`src/rtl/axi4_lite_arbiter_m2s1.sv`:
```
// Two-master to one-slave AXI4-Lite arbiter. Write and read paths are arbitrated
// independently with round-robin priority and hold one transaction each.
module axi4_lite_arbiter_m2s1 #(
  parameter int ADDR_WIDTH = 32,
  parameter int DATA_WIDTH = 32
) (
  input  logic                    iCLK,
  input  logic                    iRST,
  input  logic                    m0_AWVALID,
  input  logic [ADDR_WIDTH-1:0]   m0_AWADDR,
  output logic                    m0_AWREADY,
  input  logic                    m0_WVALID,
  input  logic [DATA_WIDTH-1:0]   m0_WDATA,
  input  logic [DATA_WIDTH/8-1:0] m0_WSTRB,
  output logic                    m0_WREADY,
  output logic                    m0_BVALID,
  output logic [1:0]              m0_BRESP,
  input  logic                    m0_BREADY,
  input  logic                    m0_ARVALID,
  input  logic [ADDR_WIDTH-1:0]   m0_ARADDR,
  output logic                    m0_ARREADY,
  output logic                    m0_RVALID,
  output logic [DATA_WIDTH-1:0]   m0_RDATA,
  output logic [1:0]              m0_RRESP,
  input  logic                    m0_RREADY,
  input  logic                    m1_AWVALID,
  input  logic [ADDR_WIDTH-1:0]   m1_AWADDR,
  output logic                    m1_AWREADY,
  input  logic                    m1_WVALID,
  input  logic [DATA_WIDTH-1:0]   m1_WDATA,
  input  logic [DATA_WIDTH/8-1:0] m1_WSTRB,
  output logic                    m1_WREADY,
  output logic                    m1_BVALID,
  output logic [1:0]              m1_BRESP,
  input  logic                    m1_BREADY,
  input  logic                    m1_ARVALID,
  input  logic [ADDR_WIDTH-1:0]   m1_ARADDR,
  output logic                    m1_ARREADY,
  output logic                    m1_RVALID,
  output logic [DATA_WIDTH-1:0]   m1_RDATA,
  output logic [1:0]              m1_RRESP,
  input  logic                    m1_RREADY,
  output logic                    s_AWVALID,
  output logic [ADDR_WIDTH-1:0]   s_AWADDR,
  input  logic                    s_AWREADY,
  output logic                    s_WVALID,
  output logic [DATA_WIDTH-1:0]   s_WDATA,
  output logic [DATA_WIDTH/8-1:0] s_WSTRB,
  input  logic                    s_WREADY,
  input  logic                    s_BVALID,
  input  logic [1:0]              s_BRESP,
  output logic                    s_BREADY,
  output logic                    s_ARVALID,
  output logic [ADDR_WIDTH-1:0]   s_ARADDR,
  input  logic                    s_ARREADY,
  input  logic                    s_RVALID,
  input  logic [DATA_WIDTH-1:0]   s_RDATA,
  input  logic [1:0]              s_RRESP,
  output logic                    s_RREADY,
  output logic [1:0]              oWGNT,
  output logic [1:0]              oRGNT
);

  localparam int STRB_WIDTH = DATA_WIDTH / 8;

  typedef enum logic [1:0] {W_IDLE, W_ADDR, W_RESP} w_state_t;
  typedef enum logic [1:0] {R_IDLE, R_ADDR, R_DATA} r_state_t;

  logic                  m_awvalid [2];
  logic [ADDR_WIDTH-1:0] m_awaddr  [2];
  logic                  m_awready [2];
  logic                  m_wvalid  [2];
  logic [DATA_WIDTH-1:0] m_wdata   [2];
  logic [STRB_WIDTH-1:0] m_wstrb   [2];
  logic                  m_wready  [2];
  logic                  m_bvalid  [2];
  logic [1:0]            m_bresp   [2];
  logic                  m_bready  [2];
  logic                  m_arvalid [2];
  logic [ADDR_WIDTH-1:0] m_araddr  [2];
  logic                  m_arready [2];
  logic                  m_rvalid  [2];
  logic [DATA_WIDTH-1:0] m_rdata   [2];
  logic [1:0]            m_rresp   [2];
  logic                  m_rready  [2];

  assign m_awvalid[0] = m0_AWVALID;  assign m_awvalid[1] = m1_AWVALID;
  assign m_awaddr[0]  = m0_AWADDR;   assign m_awaddr[1]  = m1_AWADDR;
  assign m_wvalid[0]  = m0_WVALID;   assign m_wvalid[1]  = m1_WVALID;
  assign m_wdata[0]   = m0_WDATA;    assign m_wdata[1]   = m1_WDATA;
  assign m_wstrb[0]   = m0_WSTRB;    assign m_wstrb[1]   = m1_WSTRB;
  assign m_bready[0]  = m0_BREADY;   assign m_bready[1]  = m1_BREADY;
  assign m_arvalid[0] = m0_ARVALID;  assign m_arvalid[1] = m1_ARVALID;
  assign m_araddr[0]  = m0_ARADDR;   assign m_araddr[1]  = m1_ARADDR;
  assign m_rready[0]  = m0_RREADY;   assign m_rready[1]  = m1_RREADY;

  // ---------------- write path ----------------
  w_state_t   w_state_q, w_state_d;
  logic [1:0] w_gnt_q, w_gnt_d;
  logic       aw_done_q, aw_done_d;
  logic       w_done_q, w_done_d;
  logic       w_last_q, w_last_d;

  logic       w_sel, w_busy, w_addr_ph, w_resp_ph;
  logic       aw_hs, w_hs, b_hs;
  logic [1:0] w_req;

  assign w_sel     = w_gnt_q[1];
  assign w_busy    = |w_gnt_q;
  assign w_addr_ph = (w_state_q == W_ADDR);
  assign w_resp_ph = (w_state_q == W_RESP);
  assign w_req     = {m_awvalid[1] | m_wvalid[1], m_awvalid[0] | m_wvalid[0]};

  assign s_AWVALID = w_addr_ph & m_awvalid[w_sel] & ~aw_done_q;
  assign s_WVALID  = w_addr_ph & m_wvalid[w_sel] & ~w_done_q;
  assign s_BREADY  = w_resp_ph & m_bready[w_sel];
  assign s_AWADDR  = w_busy ? m_awaddr[w_sel] : '0;
  assign s_WDATA   = w_busy ? m_wdata[w_sel] : '0;
  assign s_WSTRB   = w_busy ? m_wstrb[w_sel] : '0;

  assign aw_hs = s_AWVALID & s_AWREADY;
  assign w_hs  = s_WVALID & s_WREADY;
  assign b_hs  = s_BVALID & s_BREADY;

  always_comb begin
    w_state_d = w_state_q;
    w_gnt_d   = w_gnt_q;
    aw_done_d = aw_done_q;
    w_done_d  = w_done_q;
    w_last_d  = w_last_q;
    unique case (w_state_q)
      W_IDLE: begin
        if (w_req != 2'b00) begin
          // On a tie the master that was not served last wins.
          w_gnt_d   = (w_req == 2'b11) ? (w_last_q ? 2'b01 : 2'b10) : w_req;
          aw_done_d = 1'b0;
          w_done_d  = 1'b0;
          w_state_d = W_ADDR;
        end
      end
      W_ADDR: begin
        aw_done_d = aw_done_q | aw_hs;
        w_done_d  = w_done_q | w_hs;
        if (aw_done_d && w_done_d) w_state_d = W_RESP;
      end
      W_RESP: begin
        if (b_hs) begin
          w_last_d  = w_sel;
          w_gnt_d   = 2'b00;
          w_state_d = W_IDLE;
        end
      end
      default: begin
        w_gnt_d   = 2'b00;
        w_state_d = W_IDLE;
      end
    endcase
  end

  always_ff @(posedge iCLK) begin
    if (!iRST) begin
      w_state_q <= W_IDLE;
      w_gnt_q   <= 2'b00;
      aw_done_q <= 1'b0;
      w_done_q  <= 1'b0;
      w_last_q  <= 1'b1;
    end else begin
      w_state_q <= w_state_d;
      w_gnt_q   <= w_gnt_d;
      aw_done_q <= aw_done_d;
      w_done_q  <= w_done_d;
      w_last_q  <= w_last_d;
    end
  end

  // ---------------- read path ----------------
  r_state_t   r_state_q, r_state_d;
  logic [1:0] r_gnt_q, r_gnt_d;
  logic       r_last_q, r_last_d;

  logic       r_sel, r_busy, r_addr_ph, r_data_ph;
  logic       ar_hs, r_hs;
  logic [1:0] r_req;

  assign r_sel     = r_gnt_q[1];
  assign r_busy    = |r_gnt_q;
  assign r_addr_ph = (r_state_q == R_ADDR);
  assign r_data_ph = (r_state_q == R_DATA);
  assign r_req     = {m_arvalid[1], m_arvalid[0]};

  assign s_ARVALID = r_addr_ph & m_arvalid[r_sel];
  assign s_RREADY  = r_data_ph & m_rready[r_sel];
  assign s_ARADDR  = r_busy ? m_araddr[r_sel] : '0;

  assign ar_hs = s_ARVALID & s_ARREADY;
  assign r_hs  = s_RVALID & s_RREADY;

  always_comb begin
    r_state_d = r_state_q;
    r_gnt_d   = r_gnt_q;
    r_last_d  = r_last_q;
    unique case (r_state_q)
      R_IDLE: begin
        if (r_req != 2'b00) begin
          r_gnt_d   = (r_req == 2'b11) ? (r_last_q ? 2'b01 : 2'b10) : r_req;
          r_state_d = R_ADDR;
        end
      end
      R_ADDR: begin
        if (ar_hs) r_state_d = R_DATA;
      end
      R_DATA: begin
        if (r_hs) begin
          r_last_d  = r_sel;
          r_gnt_d   = 2'b00;
          r_state_d = R_IDLE;
        end
      end
      default: begin
        r_gnt_d   = 2'b00;
        r_state_d = R_IDLE;
      end
    endcase
  end

  always_ff @(posedge iCLK) begin
    if (!iRST) begin
      r_state_q <= R_IDLE;
      r_gnt_q   <= 2'b00;
      r_last_q  <= 1'b1;
    end else begin
      r_state_q <= r_state_d;
      r_gnt_q   <= r_gnt_d;
      r_last_q  <= r_last_d;
    end
  end

  // Upstream returns: only the granted master sees the slave; the other reads all zero.
  for (genvar gi = 0; gi < 2; gi++) begin : g_master
    assign m_awready[gi] = w_addr_ph & w_gnt_q[gi] & ~aw_done_q & s_AWREADY;
    assign m_wready[gi]  = w_addr_ph & w_gnt_q[gi] & ~w_done_q & s_WREADY;
    assign m_bvalid[gi]  = w_resp_ph & w_gnt_q[gi] & s_BVALID;
    assign m_bresp[gi]   = (w_resp_ph & w_gnt_q[gi]) ? s_BRESP : 2'b00;
    assign m_arready[gi] = r_addr_ph & r_gnt_q[gi] & s_ARREADY;
    assign m_rvalid[gi]  = r_data_ph & r_gnt_q[gi] & s_RVALID;
    assign m_rdata[gi]   = (r_data_ph & r_gnt_q[gi]) ? s_RDATA : '0;
    assign m_rresp[gi]   = (r_data_ph & r_gnt_q[gi]) ? s_RRESP : 2'b00;
  end

  assign m0_AWREADY = m_awready[0];  assign m1_AWREADY = m_awready[1];
  assign m0_WREADY  = m_wready[0];   assign m1_WREADY  = m_wready[1];
  assign m0_BVALID  = m_bvalid[0];   assign m1_BVALID  = m_bvalid[1];
  assign m0_BRESP   = m_bresp[0];    assign m1_BRESP   = m_bresp[1];
  assign m0_ARREADY = m_arready[0];  assign m1_ARREADY = m_arready[1];
  assign m0_RVALID  = m_rvalid[0];   assign m1_RVALID  = m_rvalid[1];
  assign m0_RDATA   = m_rdata[0];    assign m1_RDATA   = m_rdata[1];
  assign m0_RRESP   = m_rresp[0];    assign m1_RRESP   = m_rresp[1];

  assign oWGNT = w_gnt_q;
  assign oRGNT = r_gnt_q;

endmodule

```
`config.mk`:
```
export PLATFORM = sky130hd
export DESIGN_NAME = axi4_lite_arbiter_m2s1
export DESIGN_NICKNAME = d
export VERILOG_FILES = /design/src/rtl/axi4_lite_arbiter_m2s1.sv
export SDC_FILE = /design/constraint.sdc
export NUM_CORES = 1
export LEC_CHECK = 0
export ABC_AREA = 0
export CAP_MARGIN = 15
export CORE_AREA = 2 2 174 176
export CTS_BUF_LIST = sky130_fd_sc_hd__clkbuf_2
export DETAILED_ROUTE_END_ITERATION = 16
export DIE_AREA = 0 0 176 178
export GPL_ROUTABILITY_DRIVEN = 0
export PLACE_DENSITY = 0.48
export SKIP_CTS_REPAIR_TIMING = 1
export SLEW_MARGIN = 10
export SYNTH_ARGS = -nofsm -noshare
export SYNTH_HDL_FRONTEND = slang
export SYNTH_SLANG_ARGS = --single-unit
```
`constraint.sdc`:
```
create_clock -name iCLK -period 1.75 [get_ports iCLK]
set_clock_uncertainty 0.1 [all_clocks]
set_input_delay 0.35 -clock iCLK [delete_from_list [all_inputs] [get_ports iCLK]]
set_output_delay 0.35 -clock iCLK [all_outputs]
set_load 0.005 [all_outputs]
```
# After elaboration in Yosys (flattened, before gate mapping)
# Cells that the tools add are included.
# totals
ff_bits	12
latch_bits	0
ramBits	0
rom_bits	0
inputBits	253
output_inout_bits	191
mem_count	0
# op_classes
addsub	0
n_mul	0
div	0
n_lt_le_gt_ge	2
eq_ne	12
shift	0
mux	56
bitwise_logic	44
n_reduce_logical	15
# ops
op	count
32-bit two-way mux	14
1-bit bitwise AND	34
2-bit two-way mux	16
2-bit case mux with 3 select lines	4
1-bit two-way mux	16
4-bit two-way mux	4
3-bit AND reduction	4
2-bit equality test, second input constant	4
2-bit by 1-bit != test with 1-bit output, second input constant	4
2-bit AND reduction	3
2-bit nonzero test	3
2-bit by 1-bit equality test with 1-bit output, second input constant	2
2-bit >= comparator, second input constant	2
2-bit logical NOT	2
2-bit != test, second input constant	2
1-bit inverter	4
1-bit inverter with 2-bit output	2
1-bit OR	4
1-bit case mux with 2 select lines	2
2-bit OR reduction	2
1-bit logical AND	1

# Depth between registers and ports, before layout
# Gate-level depths: netlist of run 1.
# logic_depth
depth_word	11
depth_mapped	6
ltp_nobuf	4

# Worst setup path before layout of run 1
# OpenSTA, ideal clock, no wires.
# synth_path
path_kind	register to output
from	register w_gnt_q[1], in the netlist oWGNT[1]
to	output port s_WDATA[14]
arrival_time_ns	1.221
t_required_ns	1.300
slack_ns	0.079
stages_incl_launch_ff	7
path_buffers	4
path_cell_list	dfxtp_1 -> buf_6 -> nor2b_1 -> clkbuf_1 -> buf_2 -> buf_2 -> a22o_1
# synth_between
elab_chain_len	5
word_cells_on_any_way	6
cone_classes	mux: 4; bitwise: 1; reduce/logical: 1
# synth_lines
item	line_no	rtl
start: declaration	99	logic [1:0] w_gnt_q, w_gnt_d;
start signal: assignment	169	w_gnt_q <= w_gnt_d;
1-bit inverter with 2-bit output (not written as such)	118	assign s_WDATA = w_busy ? m_wdata[w_sel] : '0;
32-bit two-way mux (not written as such) (3 in series)	118	
32-bit two-way mux *	118	
end: declaration	47	output logic [DATA_WIDTH-1:0] s_WDATA,
# Every way passes the cells marked *; elsewhere a longest branch is shown, timed or not. The select of a mux whose other input is x is not followed.

# Worst setup path after layout of run 1
# layout_path
from	register w_gnt_q[0], in the netlist oWGNT[0]
to	output port s_WSTRB[1]
# layout_between
elab_chain_len	2
# layout_lines
item	line_no	rtl
2-bit OR reduction	109	assign w_busy = |w_gnt_q;
4-bit two-way mux	119	assign s_WSTRB = w_busy ? m_wstrb[w_sel] : '0;
end: declaration	48	output logic [DATA_WIDTH/8-1:0] s_WSTRB,
# Every way passes these cells.

==> qor.tcl, run 1 <==
set qor(critical-path-top-delay-family) {buffers and inverters}
set qor(synthesis.yosys.warnings) 0
set qor(post_synth_inst_count) 303
set qor(timing.critical_path.arrival_ns) 1.68
set qor(hold_viol) 0
set qor(violations_in_the_final_reports) {setup timing}
set qor(vdd_ir_drop_max_mv) 0.1289
set qor(vias) 4866
set qor(ys_seq_area_frac) 0.1058
set qor(worst_path_largest_cell_delay_ns) 0.36
set qor(critical_path.max_fanout) 7
set qor(dominant_combinational_cell_family_by_area_after_synthesis) {compound AO/OA/AOI/OAI gates}
set qor(report.power.total_mw) 2.567
set qor(max_slew_violation_count) 0
set qor(combinationalPowerShare) 0.816
set qor(post_detailed_route_count_of_antenna_violating_nets) 0
set qor(tightestPinTransition_ns) 0.3188
set qor(place_hpwl_um) 19400
set qor(layout_common_cells) {sky130_fd_sc_hd__clkdlybuf4s50_1 (252), sky130_fd_sc_hd__buf_6 (106), sky130_fd_sc_hd__a22o_1 (90)}
set qor(tritoncts) {done}
set qor(critical_path_required_ns) 1.30
set qor(clock-root-buffer) {sky130_fd_sc_hd__clkbuf_2}
set qor(power-per-cell-area_mw_per_mm2) 296.9
set qor(synth_mux_area_frac) 0.03636
set qor(dieWidth_um) 176
set qor(number_of_clock_sinks) 12
set qor(multi_input_area_mm2) 0.002236
set qor(setup_viol_count_final) 183
set qor(io_buffers) 443
set qor(seq_power_share) 0.122
set qor(die_h_um) 178
set qor(grt_pass1_wl_um) 28560
set qor(layout-drive-gt1-share) 0.4734
set qor(power.share.switching) 0.3471
set qor(grt_pass1_vias) 4301
set qor(critical_path_cell_sequence) {nor2b_4 > buf_12 > buf_12 > buf_8 > buf_6 > buf_6 > a22o_1 > buf_2}
set qor(routed_wire_length_per_instance_um) 19.80
set qor(initial_cell_density_of_the_core) 0.07724
set qor(post_synthesis_sequential_element_count) 12
set qor(post-place-ws_ns) -0.4703
set qor(max_freq_mhz) 469.8
set qor(final_layout_net_count) 1099
set qor(clkTransAtPathRegs_ns) 0.15
set qor(setup-tns-final_ns) -33.88
set qor(htreeDepth) 1
set qor(grt_setup_unrepaired) {yes}
set qor(setup_slack_ns) -0.3786
set qor(switching_pwr_mw) 0.8912
set qor(maximum_number_of_pins_on_one_net_before_global_route_repair) 74
set qor(nFillCells) 3170
set qor(initial_antenna_violation_count) 4
set qor(clockPowerShare) 0.062
set qor(core.rowCount) 63
set qor(netlist.area_leader.share) 0.3857
set qor(syn-cell-area_mm2) 0.002271
set qor(clk_path_buf_depth) 2
set qor(drt_pass1_iterations) 4
set qor(leakage_nw) 4.233
set qor(detailedRoute.firstIterationViolations) 162
set qor(grt_remaining_overflow) 0
set qor(regArea_um2) 257.7
set qor(synth.area.top_cells) {sky130_fd_sc_hd__a22o_1 (39%), sky130_fd_sc_hd__and3_1 (22%), sky130_fd_sc_hd__dfxtp_1 (11%), sky130_fd_sc_hd__clkbuf_1 (5.3%), sky130_fd_sc_hd__a2bb2oi_1 (1.5%)}
set qor(critPathKind) {flop to output port}
set qor(finish.utilization) 0.2941
set qor(synth-compound-area-share) 0.4601
set qor(synth_simple_gate_area_share) 0.3174
set qor(core-area_mm2) 0.02940
set qor(wl_um) 24540
set qor(synth_xor_area_frac) 0
set qor(layout-area-overhead-vs-synth_pct) 280.8
set qor(post-route-period-util) 1.216
set qor(synth_top_area_cell) {sky130_fd_sc_hd__a22o_1}
set qor(run_status) {complete, but fails checks}
set qor(post_synth.cell_area_avg_um2) 7.495
set qor(critPathBufInv) 6
set qor(clock_latency_ns) 0.30
set qor(slew_headroom) 0.7845
set qor(viasPerCell) 3.927
set qor(timing.critical_path.to_type) {output port}
set qor(postSynthNetCount) 556
set qor(yosysUniqueCellTypes) 37
set qor(drt_drc_violations_left) 0
set qor(post-route-min-period_ns) 2.129
set qor(post_synth_fa_ha_maj_area_fraction) 0
set qor(track_usage) 0.1239
set qor(timing.critical_path.from_type) {flop}
set qor(die_outline_area_mm2) 0.03133
set qor(crit_path_top_delay_cell) {sky130_fd_sc_hd__dfxtp_2}
set qor(inserted_clock_buffers) 3
set qor(layout.cells.most_common) {sky130_fd_sc_hd__clkdlybuf4s50_1}
set qor(p_int_mw) 1.676
set qor(floorplan.io_pins) 444
set qor(timing.hold.worst.class) {flop to flop}
set qor(maximum_capacitance_violations) 0
## power groups by stage
stage	combinational (mW)	clock (mW)	sequential [mW]
after floorplan	0.440	0	0.313
after global placement	1.82	0	0.316
after detailed placement	1.83	0	0.316
after CTS	1.83	0.174	0.310
after global routing	2.21	0.195	0.316
final	2.10	0.160	0.312
## final cells by class
class / instances / share of cell area
Antenna cell: 4 / 0.001158
Clock buffer: 3 / 0.001736
Clock inverter: 1 / 0.0004341
Inverter: 3 / 0.001302
Multi-Input combinational cell: 246 / 0.2586
Sequential cell: 12 / 0.02981
Tap cell: 390 / 0.05643
Timing Repair Buffer: 580 / 0.6506
## registers in the layout (all words and copies together), names as in the netlist
register	cells
w_last_q	1
oRGNT	2
w_done_q	1
w_state_q	2
aw_done_q	1
r_last_q	1
r_state_q	2
oWGNT	2
## logic make-up (layout without fill, tap and decap cells)
family	after synthesis	in the layout
buf+inv	45	587
simple gates	121	121
flops	12	12
compound gates	118	118
mux	7	7
other cells	0	4
## final timing paths
| path | start | to | slack [ns] | cells after the start |
|---|---|---|---|---|
| worst max register to register | r_state_q[1] | oRGNT[0] | -0.06 | 10 |
| worst min-delay path | w_last_q | w_last_q | 0.45 | 2 |
| worst max-delay path | oWGNT[0] | s_WSTRB[1] | -0.38 | 8 |
| worst min register to register | w_last_q | w_last_q | 0.45 | 2 |
## metrics by stage
step,hold slack (ns),std cells,area [um2]
2_1_floorplan,0.3119,303,2271
3_3_place_gp,0.3880,1146,7550
3_5_place_dp,0.4065,1146,7550
4_1_cts,0.4442,1150,7569
5_1_grt,0.4816,1237,8642
6_report,0.4491,1239,8647
## tightest hold or removal path, cell delays in order, from the launching register on
cell and delay (ns):
sky130_fd_sc_hd__dfxtp_1 0.40, sky130_fd_sc_hd__mux2i_1 0.08, sky130_fd_sc_hd__nand2_1 0.05
## Yosys cell counts (all sizes together)
cell / number
a32o: 1
and2: 4
a21boi: 1
a2111oi: 1
a2bb2oi: 4
mux2i: 3
nand2: 8
a32oi: 2
nor2: 10
and3: 80
inv: 2
a22o: 100
and4b: 2
nand3: 2
nor4: 1
a31oi: 2
o22ai: 1
clkinv: 1
o21ai: 2
nor2b: 5
o221ai: 1
clkbuf: 32
o32ai: 1
a211oi: 2
dfxtp: 12
nor4b: 1
buf: 10
mux2: 4
and2b: 1
nand2b: 3
nor3: 4
## routing by layer
metal | global-route usage | up-vias | wire, um
li1 | - | 2307 | -
met1 | 0.1312 | 2262 | 9033
met2 | 0.2480 | 281 | 13090
met3 | 0.03815 | 16 | 2018
met4 | 0.008953 | 0 | 391
met5 | 0 | - | 0
Note: power is estimated with default switching activity, not from simulation.
==> run 2: changes to the inputs <==
Settings changed: CTS_CLUSTER_DIAMETER set to 100, SLEW_MARGIN 10 to unset.
==> results of run 2 <==
Final layout, timing and power as in run 1 (identical DEF).
==> run 3: changes to the inputs <==
Settings changed: GPL_ROUTABILITY_DRIVEN 0 to unset.
==> results of run 3 <==
Final layout, timing and power as in run 1 (identical DEF).
